<file path="src/rtl/sliding_window_sum.sv">
// sliding_window_sum: strobe-gated running sum and average over the last 2^WINDOW_SHIFT accepted samples
module sliding_window_sum #(
    parameter int DATA_WIDTH   = 32,
    parameter int WINDOW_SHIFT = 4
) (
    input  logic                                        clock,
    input  logic                                        reset,
    input  logic                                        enable,
    input  logic                                        clear,
    input  logic signed [DATA_WIDTH-1:0]                data_in,
    input  logic                                        input_strobe,
    output logic signed [DATA_WIDTH+WINDOW_SHIFT-1:0]   sum_out,
    output logic signed [DATA_WIDTH-1:0]                avg_out,
    output logic                                        window_full,
    output logic                                        output_strobe
);
    localparam int N  = 1 << WINDOW_SHIFT;
    localparam int AW = DATA_WIDTH + WINDOW_SHIFT;

    logic signed [DATA_WIDTH-1:0] ring [N];
    logic        [WINDOW_SHIFT-1:0] wr_ptr, base_ptr, ptr_n;
    logic        [WINDOW_SHIFT:0]   fill, base_fill, fill_n;
    logic signed [AW-1:0]           base_acc, acc_n;
    logic signed [DATA_WIDTH-1:0]   old;
    logic                           accept, restart;

    assign accept  = enable & input_strobe & ~reset;
    assign restart = enable & clear;

    // a restart discards history so a colliding sample becomes the first of the new window
    always_comb begin
        base_acc  = restart ? '0 : sum_out;
        base_fill = restart ? '0 : fill;
        base_ptr  = restart ? '0 : wr_ptr;
        old       = (!restart && fill[WINDOW_SHIFT]) ? ring[wr_ptr] : '0;
        acc_n     = base_acc + {{WINDOW_SHIFT{data_in[DATA_WIDTH-1]}}, data_in}
                             - {{WINDOW_SHIFT{old[DATA_WIDTH-1]}}, old};
        fill_n    = base_fill[WINDOW_SHIFT] ? base_fill : base_fill + 1'b1;
        ptr_n     = base_ptr + 1'b1;
    end

    // sample storage is never cleared; fill gates which entries are subtracted
    always_ff @(posedge clock) begin
        if (accept) ring[base_ptr] <= data_in;
    end

    // window state and output strobe
    always_ff @(posedge clock) begin
        if (reset) begin
            sum_out       <= '0;
            fill          <= '0;
            wr_ptr        <= '0;
            output_strobe <= 1'b0;
        end else begin
            output_strobe <= accept;
            if (accept) begin
                sum_out <= acc_n;
                fill    <= fill_n;
                wr_ptr  <= ptr_n;
            end else if (restart) begin
                sum_out <= '0;
                fill    <= '0;
                wr_ptr  <= '0;
            end
        end
    end

    assign avg_out     = sum_out[AW-1:WINDOW_SHIFT];
    assign window_full = fill[WINDOW_SHIFT];
endmodule
</file>
<file path="config.mk">
export PLATFORM = sky130hd
export DESIGN_NAME = sliding_window_sum
export DESIGN_NICKNAME = d
export VERILOG_FILES = /design/src/rtl/sliding_window_sum.sv
export SDC_FILE = /design/constraint.sdc
export NUM_CORES = 1
export LEC_CHECK = 0
export BUFFER_PORTS_ARGS = -buffer_cell sky130_fd_sc_hd__buf_2
export CAP_MARGIN = 20
export CORE_MARGIN = 8
export CORE_UTILIZATION = 62
export DETAILED_ROUTE_END_ITERATION = 10
export GPL_ROUTABILITY_DRIVEN = 0
export PLACE_DENSITY = 0.8
export SYNTH_ARGS = -nofsm -noshare
export SYNTH_HDL_FRONTEND = slang
export SYNTH_SLANG_ARGS = --single-unit
</file>
<file path="constraint.sdc">
create_clock -name clock -period 5.22 [get_ports clock]
set_input_delay 0.261 -clock clock [delete_from_list [all_inputs] [get_ports clock]]
set_output_delay 0.261 -clock clock [all_outputs]
set_load 0.02 [all_outputs]
</file>
==> key figures, run 1 <==
GRT
  • Global-route wire length before repair: roughly 90 mm
  • Antenna violations before repair: 2
  • Gr usage total: around a quarter
  • Vias in the first global route: 14.32k
  • Largest net degree at the start of global routing: 38
  • Remaining Overflow, GRT: 0

STA
  • Fin. Hold Viols: 0
  • Unrepaired setup endpoints after global routing: no
  • Final Setup Violations: 0
  • Final slew viol count: 0
  • Max_slew headroom: approximately 25%
  • Period utilization: between 90% and 100%
  • Crit path time final: around 5.1 ns
  • Fin Setup TNS: 0 ns
  • Worst slew pin tran: 1.124 ns
  • F_max: around 200 MHz
  • Hold_ws: between 0.03 and 0.04 ns
  • Worst clock skew: around 0.022 ns

Worst setup path
  • Setup Crit Path Kind: flop to flop
  • Worst-path maximum fanout: 37
  • Critical Path Source Type: flop
  • Endpoint class of the critical path: flop
  • Worst endpoint data arrival time: around 5.5 ns
  • R2r setup slk: 0.16 ns
  • Reg-to-reg endpoint: sum_out[34]$_SDFF_PP0_
  • Worst path required time: 5.69 ns
  • Worst R2R Start: wr_ptr[1]$_SDFF_PP0_
  • Reg2Reg Depth: 14

Power
  • Tot Pwr: approximately 9.9 mW
  • Leakage: around 9.5 nW
  • Power per cell area: around 360 nW/µm²
  • Peak ir drop on the vdd network: between 0.0003 and 0.0004 V

Synthesis
  • Number of flops mapped to enable cells by yosys: 512
  • Post-synth top area share: 62.21%
  • Synth cell count leaders: edfxtp_1, mux4_2, inv_1
  • Distinct cells, synth: 64
  • YS warnings: 0
  • Post-synth top flop: edfxtp_1
  • Post-synthesis sequential area ratio: 65.93%
  • Synthesized cell area: 24,710 µm²
  • Area contributors post-synth: edfxtp_1, mux4_2, dfxtp_1
  • Post-synth top area cell: edfxtp_1
  • Post-synth ARST share: 0%
  • Cells after Synth: 1,472
  • Seq cells post-synth: 558
  • Most numerous cell in the Yosys netlist: edfxtp_1
  • Syn Area/Cell: around 17 µm²
  • Post-Synthesis Net Count: around 1.6k

Layout
  • Area growth syn-to-layout: 12.25%
  • Antenna cell count: 0
  • Core Util, Final: a little over two thirds
  • Post-layout nets: ~1.7k
  • Non-Filler Instances: 2,163
  • Fill cells: about 2.4k
  • Layout cells sized above 1: about a quarter

Clock tree
  • Worst-skew pair later-pin latency: 0.61 ns
  • Maximum buffer depth of the clock tree: 3
  • Num CTS Buffers: 54
  • PostCTS Resize Cnt: 0
  • Postcts setup bufs: 0
  • Register clock-pin slew on the reported worst setup and hold paths: 0.07 ns
  • Clock Tree Root: clkbuf_16
  • H-tree depth: 2
  • Hold_buf cts: 0
  • CTS tree: done
  • CTS sink count: 558

Floorplan
  • Io pins: 107
  • Die height: between 200 and 250 µm
  • Row Count: 73
  • Die area: 46,510 µm²
  • Initial Utilization: 62.49%
  • CORE AREA: ~40,000 µm²
  • Die width: about 220 µm

Run
  • Max-cap violations: 0

Route
  • Initial DRC count: 1,500
  • Post-route ant nets: 0
  • DR vias: 14.09k
  • Drt total wl: just over 60 mm
  • Routed vias/inst: about 6.5
  • Pre-antenna DRT Iters: 5
  • WL per Instance: roughly 28 µm
  • DRC Markers: 0

Place
  • Placed cell count: 2,061
  • Port Buffer Count: 106
  • Final HPWL from detailed placement: 37.70 mm

Run status
  • Outcome: finished clean

Worst hold path
  • Type of the worst min-delay path: input pin to flop
  • Worst Hold Path EP: ring[5][16]$_DFFE_PP_
  • Hold path start: data_in[16]
  • Hold Path Depth: 1
[registers in the layout (all words and copies together) (netlist names)]
register,flops
ring,512
output_strobe,1
wr_ptr,4
sum_out,36
fill,5
[final cells by class]
class / count / area, µm² / share of cell area [%]
Sequential cell: 558 / 16310 / 58.78
Multi-Input combinational cell: 703 / 7572 / 27.30
Clock buffer: 69 / 1408 / 5.074
Timing Repair Buffer: 168 / 1107 / 3.992
Tap cell: 525 / 656.9 / 2.368
Inverter: 107 / 401.6 / 1.448
Clock inverter: 33 / 290.3 / 1.046
[routing by layer]
metal	track usage, %	part of all wire (%)	vias to the layer above
li1	-	-	5931
met3	5.944	9.6	166
met1	33.64	37	7198
met2	42.21	49	795
met4	10.78	4.0	4
met5	0	0.035	-
[cells by family (layout without fill, tap and decap cells)]
| logic type | Yosys count | in the layout | synth area share (%) |
|---|---|---|---|
| xor+xnor | 30 | 30 | 1.063 |
| mux | 162 | 162 | 14.61 |
| buf+inv | 211 | 377 | 3.802 |
| simple gates | 267 | 267 | 5.316 |
| flops | 558 | 558 | 65.93 |
| fa+ha+maj | 77 | 77 | 4.961 |
| compound gates | 167 | 167 | 4.313 |
[how the worst max path moves through the flow]
| stage | start | to | slack, ns | cells after the start |
|---|---|---|---|---|
| floorplan | wr_ptr[0]$_SDFF_PP0_ | sum_out[22]$_SDFF_PP0_ | 0.71 | 17 |
| global placement | wr_ptr[1]$_SDFF_PP0_ | sum_out[34]$_SDFF_PP0_ | 0.30 | 14 |
| detailed placement | wr_ptr[1]$_SDFF_PP0_ | sum_out[34]$_SDFF_PP0_ | 0.25 | 14 |
| CTS | wr_ptr[1]$_SDFF_PP0_ | sum_out[34]$_SDFF_PP0_ | 0.21 | 14 |
| global route | wr_ptr[1]$_SDFF_PP0_ | sum_out[34]$_SDFF_PP0_ | 0.04 | 14 |
| finish | wr_ptr[1]$_SDFF_PP0_ | sum_out[34]$_SDFF_PP0_ | 0.16 | 14 |
[layout by cell type, fill, tap and decap left out, drive strengths merged, types with 3 or more instances in the layout]
cell type and n:
a211oi 7, a21o 12, a21oi 62, a31o 3, a31oi 3, and2 10
and3 7, and4 4, buf 168, bufinv 4, clkbuf 69, clkinv 22
clkinvlp 5, dfxtp 46, edfxtp 512, fa 35, ha 42, inv 109
mux2i 3, mux4 159, nand2 98, nand2b 5, nand3 20, nand3b 4
nand4 15, nor2 32, nor2b 33, nor3 26, nor3b 4, o2111ai 4
o211ai 4, o21ai 31, o21bai 6, o22ai 12, or3 4, xnor2 15
xor2 15
[power breakdown]
part / switching [mW] / leakage, nW / internal, mW
clock: 1.65 / 0.814 / 2.11
combinational: 0.747 / 3.66 / 0.465
sequential: 0.0510 / 4.98 / 4.92
total: 2.44 / 9.46 / 7.50
[worst max-delay path: stages, from the launching register on]
cell and delay, ns:
dfxtp_4 0.78, buf_4 0.39, mux4_2 0.35, mux4_2 0.53
nor2b_1 0.17, fa_1 0.50, inv_1 0.04, ha_1 0.40
a211o_1 0.33, a21oi_1 0.29, o31ai_1 0.14, a21o_1 0.28
a221oi_1 0.42, xor2_1 0.20, o22ai_1 0.10
[stage by stage]
stage,setup slack [ns],cell area [µm²]
final,0.1650,27740
after global routing,0.04263,27740
after CTS,0.2132,27740
after detailed placement,0.2494,26040
after global placement,0.3024,26010
after floorplan,0.7101,24720
Note: power is estimated with default switching activity, not from simulation.
==> run 2, diff against run 1 <==
--- a/config.mk
+++ b/config.mk
@@ -8,10 +8,9 @@
 export BUFFER_PORTS_ARGS = -buffer_cell sky130_fd_sc_hd__buf_2
 export CAP_MARGIN = 20
 export CORE_MARGIN = 8
-export CORE_UTILIZATION = 62
+export CORE_UTILIZATION = 45
 export DETAILED_ROUTE_END_ITERATION = 10
 export GPL_ROUTABILITY_DRIVEN = 0
-export PLACE_DENSITY = 0.8
 export SYNTH_ARGS = -nofsm -noshare
 export SYNTH_HDL_FRONTEND = slang
 export SYNTH_SLANG_ARGS = --single-unit
==> key figures, run 2 (synthesis gave the netlist of run 1 again) <==
GRT
  • Largest net degree at the start of global routing: 50 (was 38)
  • Vias in the first global route: 13.97k (was 14.32k)
  • Gr usage total: 19.71% (was 25.93%)
  • Global-route wire length before repair: 92.40 mm (was 89.93 mm)
  • Antenna violations before repair: 2 (unchanged)
  • Remaining Overflow, GRT: 0 (unchanged)

Floorplan
  • Row Count: 86 (was 73)
  • Io pins: 107 (unchanged)
  • Initial Utilization: 45.21% (was 62.49%)
  • Die width: 250.4 µm (was 215.7 µm)
  • Die height: 250.4 µm (was 215.7 µm)
  • Die area: 62,680 µm² (was 46,510 µm²)
  • CORE AREA: 54,660 µm² (was 39,550 µm²)

Power
  • Power per cell area: 364.3 nW/µm² (was 358.3 nW/µm²)
  • Leakage: 9.511 nW (was 9.459 nW)
  • Peak ir drop on the vdd network: 0.0002535 V (was 0.0003211 V)

STA
  • Final slew viol count: 0 (unchanged)
  • Fin. Hold Viols: 0 (unchanged)
  • Max_slew headroom: 27.75% (was 24.89%)
  • F_max: 204.2 MHz (was 197.8 MHz)
  • Period utilization: 93.83% (was 96.84%)
  • Worst clock skew: 0.01855 ns (was 0.02193 ns)
  • Fin Setup TNS: 0 ns (unchanged)
  • Crit path time final: 4.898 ns (was 5.055 ns)
  • Final Setup Violations: 0 (unchanged)
  • Unrepaired setup endpoints after global routing: no (unchanged)
  • Worst slew pin tran: 1.078 ns (was 1.124 ns)

Clock tree
  • PostCTS Resize Cnt: 0 (unchanged)
  • Postcts setup bufs: 0 (unchanged)
  • Maximum buffer depth of the clock tree: 3 (unchanged)
  • Hold_buf cts: 0 (unchanged)
  • Register clock-pin slew on the reported worst setup and hold paths: 0.06 ns (was 0.07 ns)
  • Clock Tree Root: clkbuf_16 (unchanged)
  • Num CTS Buffers: 58 (was 54)
  • CTS sink count: 558 (unchanged)
  • CTS tree: done (unchanged)
  • Worst-skew pair later-pin latency: 0.61 ns (about the same)
  • H-tree depth: 2 (unchanged)

Route
  • Initial DRC count: 1,304 (was 1,500)
  • DRC Markers: 0 (unchanged)
  • Routed vias/inst: 5.845 (was 6.516)
  • WL per Instance: 26.50 µm (was 28.10 µm)
  • Drt total wl: 62.06 mm (was 60.79 mm)
  • Post-route ant nets: 0 (unchanged)
  • Pre-antenna DRT Iters: 5 (unchanged)
  • DR vias: 13.69k (was 14.09k)

Layout
  • Area growth syn-to-layout: 13.56% (was 12.25%)
  • Multi-input gate area: 7572 µm² (unchanged)
  • Biggest register: ring (unchanged)
  • Max FFs per register: 512 (unchanged)
  • Fill cells: 4,433 (was 2,394)
  • Antenna cell count: 0 (unchanged)
  • Sequential Area: 16,310 µm² (about the same)
  • Most frequent cells in the layout: edfxtp_1, mux4_2, inv_1, buf_2, nand2_1 (unchanged)
  • Biggest regs: ring x512, sum_out x36, fill x5 (unchanged)
  • Non-Filler Instances: 2,342 (was 2,163)
  • Post-layout nets: 1,704 (was 1,706)
  • Most common cell after layout, fill and taps aside: edfxtp_1 (unchanged)
  • Core Util, Final: 51.34% (was 70.14%)
  • Layout cells sized above 1: 26.37% (was 26.31%)

Worst setup path
  • Worst-path maximum fanout: 49 (was 37)
  • Setup Crit Path Kind: flop to flop (unchanged)
  • Worst endpoint data arrival time: 5.39 ns (was 5.53 ns)
  • Worst path required time: 5.71 ns (was 5.69 ns)
  • Endpoint class of the critical path: flop (unchanged)
  • Critical Path Source Type: flop (unchanged)

Place
  • Final HPWL from detailed placement: 38.91 mm (was 37.70 mm)
  • Port Buffer Count: 106 (unchanged)
  • Placed cell count: 2,234 (was 2,061)

Run status
  • Outcome: finished clean (unchanged)

Worst hold path
  • Type of the worst min-delay path: input pin to flop (unchanged)

Run
  • Max-cap violations: 0 (unchanged)
run 2: changes by cell type in the layout (fill, tap and decap cells not counted), sizes merged:
| cell | delta |
|---|---|
| clkinvlp | -1 |
| clkbuf | +2 |
| buf | -6 |
| clkinv | +3 |
| bufinv | +2 |
run 2: layer usage:
metal | global-route usage, % | vias up | share of wire (%)
met1 | 28.08 | 7223 | 44
met5 | 0 | - | 0.044
li1 | - | 5924 | -
met3 | 3.503 | 76 | 7.1
met4 | 5.853 | 4 | 2.2
met2 | 30.97 | 461 | 47
run 2: power by group:
part           total (mW)  leakage (nW)  internal [mW]  switching (mW)
Sequential           4.97          4.98           4.92          0.0563
Clock                4.06         0.905           2.37            1.69
Combinational        1.20          3.62          0.460           0.738
Total                10.2          9.51           7.74            2.48
run 2: worst max-delay path: stages (launching register included):
cell and delay [ns]:
dfxtp_4 0.39, buf_12 0.32, mux4_2 0.57, mux4_2 0.49, nor2b_1 0.16, fa_1 0.51, inv_1 0.04, ha_1 0.35
and2_1 0.27, a2111oi_1 0.58, nor4_1 0.11, nor3_1 0.38, o21ai_0 0.17, o21bai_1 0.18, nor3b_1 0.14
run 2: path summary, 6_finish.rpt:
check / end / slack [ns] / depth (start not counted) / start
worst max-delay path: sum_out[35]$_SDFF_PP0_ / 0.32 / 14 / wr_ptr[0]$_SDFF_PP0_
worst min-delay path: ring[5][1]$_DFFE_PP_ / 0.04 / 1 / data_in[1]
worst max register to register: sum_out[35]$_SDFF_PP0_ / 0.32 / 14 / wr_ptr[0]$_SDFF_PP0_
worst min register to register: sum_out[1]$_SDFF_PP0_ / 0.52 / 2 / sum_out[1]$_SDFF_PP0_
run 2: per-stage QoR:
step           area (µm²)  worst slack (ns)  power, mW  hold slack (ns)
2_1_floorplan       24720            0.7101      5.907           0.3599
3_3_place_gp        26200            0.4080      6.250           0.5073
3_5_place_dp        26200            0.3825      6.258           0.5163
4_1_cts             28070            0.3880      10.31         0.007345
5_1_grt             28070           0.05633      10.58          0.03106
6_report            28070            0.3220      10.23          0.03802
run 2: cell type report:
cell class                 count  share of cell area (%)
clock buffer                  71                   5.421
clock inverter                37                   1.222
inverter                     107                   1.431
multi-input combinational    703                   26.98
sequential                   558                   58.11
tap                          704                   3.139
timing repair buffer         162                   3.700
==> run 3, diff against run 2 <==
--- a/config.mk
+++ b/config.mk
@@ -5,6 +5,7 @@
 export SDC_FILE = /design/constraint.sdc
 export NUM_CORES = 1
 export LEC_CHECK = 0
+export ABC_AREA = 1
 export BUFFER_PORTS_ARGS = -buffer_cell sky130_fd_sc_hd__buf_2
 export CAP_MARGIN = 20
 export CORE_MARGIN = 8
==> key figures, run 3 <==
STA
  • Unrepaired setup endpoints after global routing: no (unchanged)
  • Worst slew pin tran: 1.043 ns (was 1.078 ns)
  • Fin Setup TNS: 0 ns (unchanged)
  • Crit path time final: 4.532 ns (was 4.898 ns)
  • Final slew viol count: 0 (unchanged)
  • F_max: 220.7 MHz (was 204.2 MHz)
  • Worst clock skew: 0.03221 ns (was 0.01855 ns)
  • Final Setup Violations: 0 (unchanged)
  • Period utilization: 86.82% (was 93.83%)
  • Max_slew headroom: 30.32% (was 27.75%)
  • Hold_ws: 0.03152 ns (was 0.03802 ns)
  • Fin. Hold Viols: 0 (unchanged)

Clock tree
  • CTS tree: done (unchanged)
  • Clock Tree Root: clkbuf_16 (unchanged)
  • Register clock-pin slew on the reported worst setup and hold paths: 0.07 ns (was 0.06 ns)
  • Postcts setup bufs: 0 (unchanged)
  • PostCTS Resize Cnt: 0 (unchanged)
  • Worst-skew pair later-pin latency: 0.63 ns (was 0.61 ns)
  • Num CTS Buffers: 56 (was 58)
  • CTS sink count: 558 (unchanged)
  • Maximum buffer depth of the clock tree: 3 (unchanged)
  • H-tree depth: 2 (unchanged)
  • Hold_buf cts: 0 (unchanged)

Synthesis
  • Most numerous cell in the Yosys netlist: edfxtp_1 (unchanged)
  • Post-synthesis sequential area ratio: 63.83% (was 65.93%)
  • Syn Area/Cell: 11.19 µm² (was 16.79 µm²)
  • Post-Synthesis Net Count: 2,396 (was 1,586)
  • Number of flops mapped to enable cells by yosys: 512 (unchanged)
  • Area contributors post-synth: edfxtp_1, o21ai_0, nor2_1 (was edfxtp_1, mux4_2, dfxtp_1)
  • Seq cells post-synth: 558 (unchanged)
  • Post-synth top area share: 60.23% (was 62.21%)
  • Synth cell count leaders: edfxtp_1, nor2_1, o21ai_0 (was edfxtp_1, mux4_2, inv_1)
  • YS warnings: 0 (unchanged)
  • Post-synth top flop: edfxtp_1 (unchanged)
  • Distinct cells, synth: 43 (was 64)
  • Cells after Synth: 2,282 (was 1,472)
  • Post-synth top area cell: edfxtp_1 (unchanged)
  • Post-synth ARST share: 0% (unchanged)
  • Synthesized cell area: 25,530 µm² (was 24,710 µm²)

Worst setup path
  • Crit path buf inv count: 4 (was 2)
  • CP max-delay cell: a21oi_1 (was a2111oi_1)
  • Setup Crit Path Kind: flop to flop (unchanged)
  • Endpoint class of the critical path: flop (unchanged)
  • Crit-path most repeated cell: nand2_1 (was mux4_2)
  • Worst path max stage delay: 0.56 ns (was 0.58 ns)
  • Critical Path Source Type: flop (unchanged)
  • Critical Path, Cell by Cell: inv_6 -> buf_4 -> o21ai_0 -> o221ai_1 -> o211ai_1 -> a21oi_1 -> fa_1 -> inv_1 -> ha_1 -> nand2_1 -> inv_1 -> nand2_1 -> nand2_1 -> a21oi_1 -> nand3_2 -> or2_1 -> nand3_1 -> o21ai_0 (was buf_12 -> mux4_2 -> mux4_2 -> nor2b_1 -> fa_1 -> inv_1 -> ha_1 -> and2_1 -> a2111oi_1 -> nor4_1 -> nor3_1 -> o21ai_0 -> o21bai_1 -> nor3b_1)
  • CP top delay family: compound AO/OA/AOI/OAI gates (was multiplexers)
  • Worst endpoint data arrival time: 5.01 ns (was 5.39 ns)
  • Worst path required time: 5.69 ns (was 5.71 ns)
  • Worst-path maximum fanout: 68 (was 49)

Layout
  • Post-layout nets: 2,458 (was 1,704)
  • Most common cell after layout, fill and taps aside: edfxtp_1 (unchanged)
  • Area growth syn-to-layout: 12.34% (was 13.56%)
  • Biggest register: ring (unchanged)
  • Max FFs per register: 512 (unchanged)
  • Layout cells sized above 1: 12.46% (was 26.37%)
  • Final instance area: 28,680 µm² (was 28,070 µm²)
  • Fill cells: 4,957 (was 4,433)
  • Biggest regs: ring x512, sum_out x36, fill x5 (unchanged)
  • Most frequent cells in the layout: edfxtp_1, nor2_1, o21ai_0 (was edfxtp_1, mux4_2, inv_1, buf_2, nand2_1)

Floorplan
  • Initial Utilization: 45.36% (was 45.21%)
  • Row Count: 87 (was 86)
  • Die width: 254.2 µm (was 250.4 µm)
  • CORE AREA: 56,280 µm² (was 54,660 µm²)
  • Die height: 254.2 µm (was 250.4 µm)
  • Io pins: 107 (unchanged)
  • Die area: 64,610 µm² (was 62,680 µm²)

Route
  • DRC Markers: 0 (unchanged)
  • DR vias: 17.95k (was 13.69k)
  • Pre-antenna DRT Iters: 6 (was 5)
  • Initial DRC count: 2,113 (was 1,304)
  • WL per Instance: 23.58 µm (was 26.50 µm)
  • Drt total wl: 74.31 mm (was 62.06 mm)
  • Routed vias/inst: 5.697 (was 5.845)
  • Post-route ant nets: 0 (unchanged)

GRT
  • M1 GR Usage: 31.62% (was 28.08%)
  • GRT met2 Usage: 35.95% (was 30.97%)
  • Remaining Overflow, GRT: 0 (unchanged)
  • Met3 usage: 4.381% (was 3.503%)
  • Most used routing layer: met2 (unchanged)
  • Vias in the first global route: 17.47k (was 13.97k)
  • Gr usage total: 22.67% (was 19.71%)
  • Antenna violations before repair: 7 (was 2)
  • Largest net degree at the start of global routing: 85 (was 50)
  • Global-route wire length before repair: 110.3 mm (was 92.40 mm)

Power
  • Peak ir drop on the vdd network: 0.0002582 V (was 0.0002535 V)
  • Leakage: 10.50 nW (was 9.511 nW)
  • Power per cell area: 358.6 nW/µm² (was 364.3 nW/µm²)
  • Tot Pwr: 10.28 mW (was 10.23 mW)

Place
  • Final HPWL from detailed placement: 46.55 mm (was 38.91 mm)
  • Post-DP Area: 26,770 µm² (was 26,200 µm²)
  • Port Buffer Count: 106 (unchanged)

Run
  • Max-cap violations: 0 (unchanged)

Run status
  • Outcome: finished clean (unchanged)

Worst hold path
  • Type of the worst min-delay path: input pin to flop (unchanged)
## run 3: cell types whose count changed after synthesis, sizes merged, moves of 94 or more
| cell | change |
|---|---|
| nor2 | +319 |
| o21ai | +253 |
| nand2 | +166 |
| mux4 | -159 |
| inv | +101 |
| o221ai | +94 |
## run 3: cell families (layout without fill, tap and decap cells)
family / count (synthesis) / after routing / share of synthesized area (%)
adder cells (fa/ha/maj): 77 / 77 / 4.803
AND/OR/NAND/NOR: 715 / 715 / 11.43
AO/OA/AOI/OAI: 554 / 554 / 12.98
buffers and inverters: 364 / 474 / 6.470
XOR/XNOR: 14 / 14 / 0.4803
other: 0 / 3 / 0
flip-flops: 558 / 558 / 63.83
## run 3: area by class of cell
class	instances	area (µm²)	area share [%]
inverter	209	790.8	2.757
tap	756	945.9	3.298
timing repair buffer	159	1028	3.586
clock buffer	73	1556	5.428
clock inverter	33	344.1	1.200
multi-input combinational	1360	7696	26.84
antenna	3	7.507	0.02618
sequential	558	16310	56.87
## run 3: metrics by stage
stage / setup WS, ns / instances / utilization (%)
after floorplan: 1.268 / 2282 / -
after detailed placement: 0.7708 / 3042 / 47.57
after global placement: 0.7821 / 3042 / 47.57
final: 0.6882 / 3151 / 50.96
after CTS: 0.7567 / 3148 / 50.94
after global routing: 0.3158 / 3149 / 50.95
## run 3: layer usage
metal	up-vias	wire [µm]	part of all wire [%]
met5	-	22	0.030
met3	131	6050	8.1
met4	4	2103	2.8
li1	8195	-	-
met2	731	34060	46
met1	8891	32080	43
## run 3: power by group
group	total [mW]	internal [mW]	switching, mW
clock	4.15	2.40	1.74
sequential	4.95	4.91	0.0378
combinational	1.19	0.364	0.826
## run 3: final timing paths
kind | slack (ns) | depth (start not counted) | endpoint | startpoint
max | 0.69 | 18 | sum_out[19]$_SDFF_PP0_ | wr_ptr[0]$_SDFF_PP0_
max reg2reg | 0.69 | 18 | sum_out[19]$_SDFF_PP0_ | wr_ptr[0]$_SDFF_PP0_
min reg2reg | 0.48 | 2 | fill[1]$_SDFF_PP0_ | fill[1]$_SDFF_PP0_
min | 0.03 | 1 | ring[5][11]$_DFFE_PP_ | data_in[11]
## run 3: worst register-to-register path, stage by stage, from the launching register on
cell and delay (ns):
dfxtp_4 0.47, inv_6 0.47, buf_4 0.46, o21ai_0 0.16
o221ai_1 0.17, o211ai_1 0.11, a21oi_1 0.56, fa_1 0.52
inv_1 0.06, ha_1 0.27, nand2_1 0.11, inv_1 0.06
nand2_1 0.06, nand2_1 0.12, a21oi_1 0.18, nand3_2 0.18
or2_1 0.25, nand3_1 0.08, o21ai_0 0.09
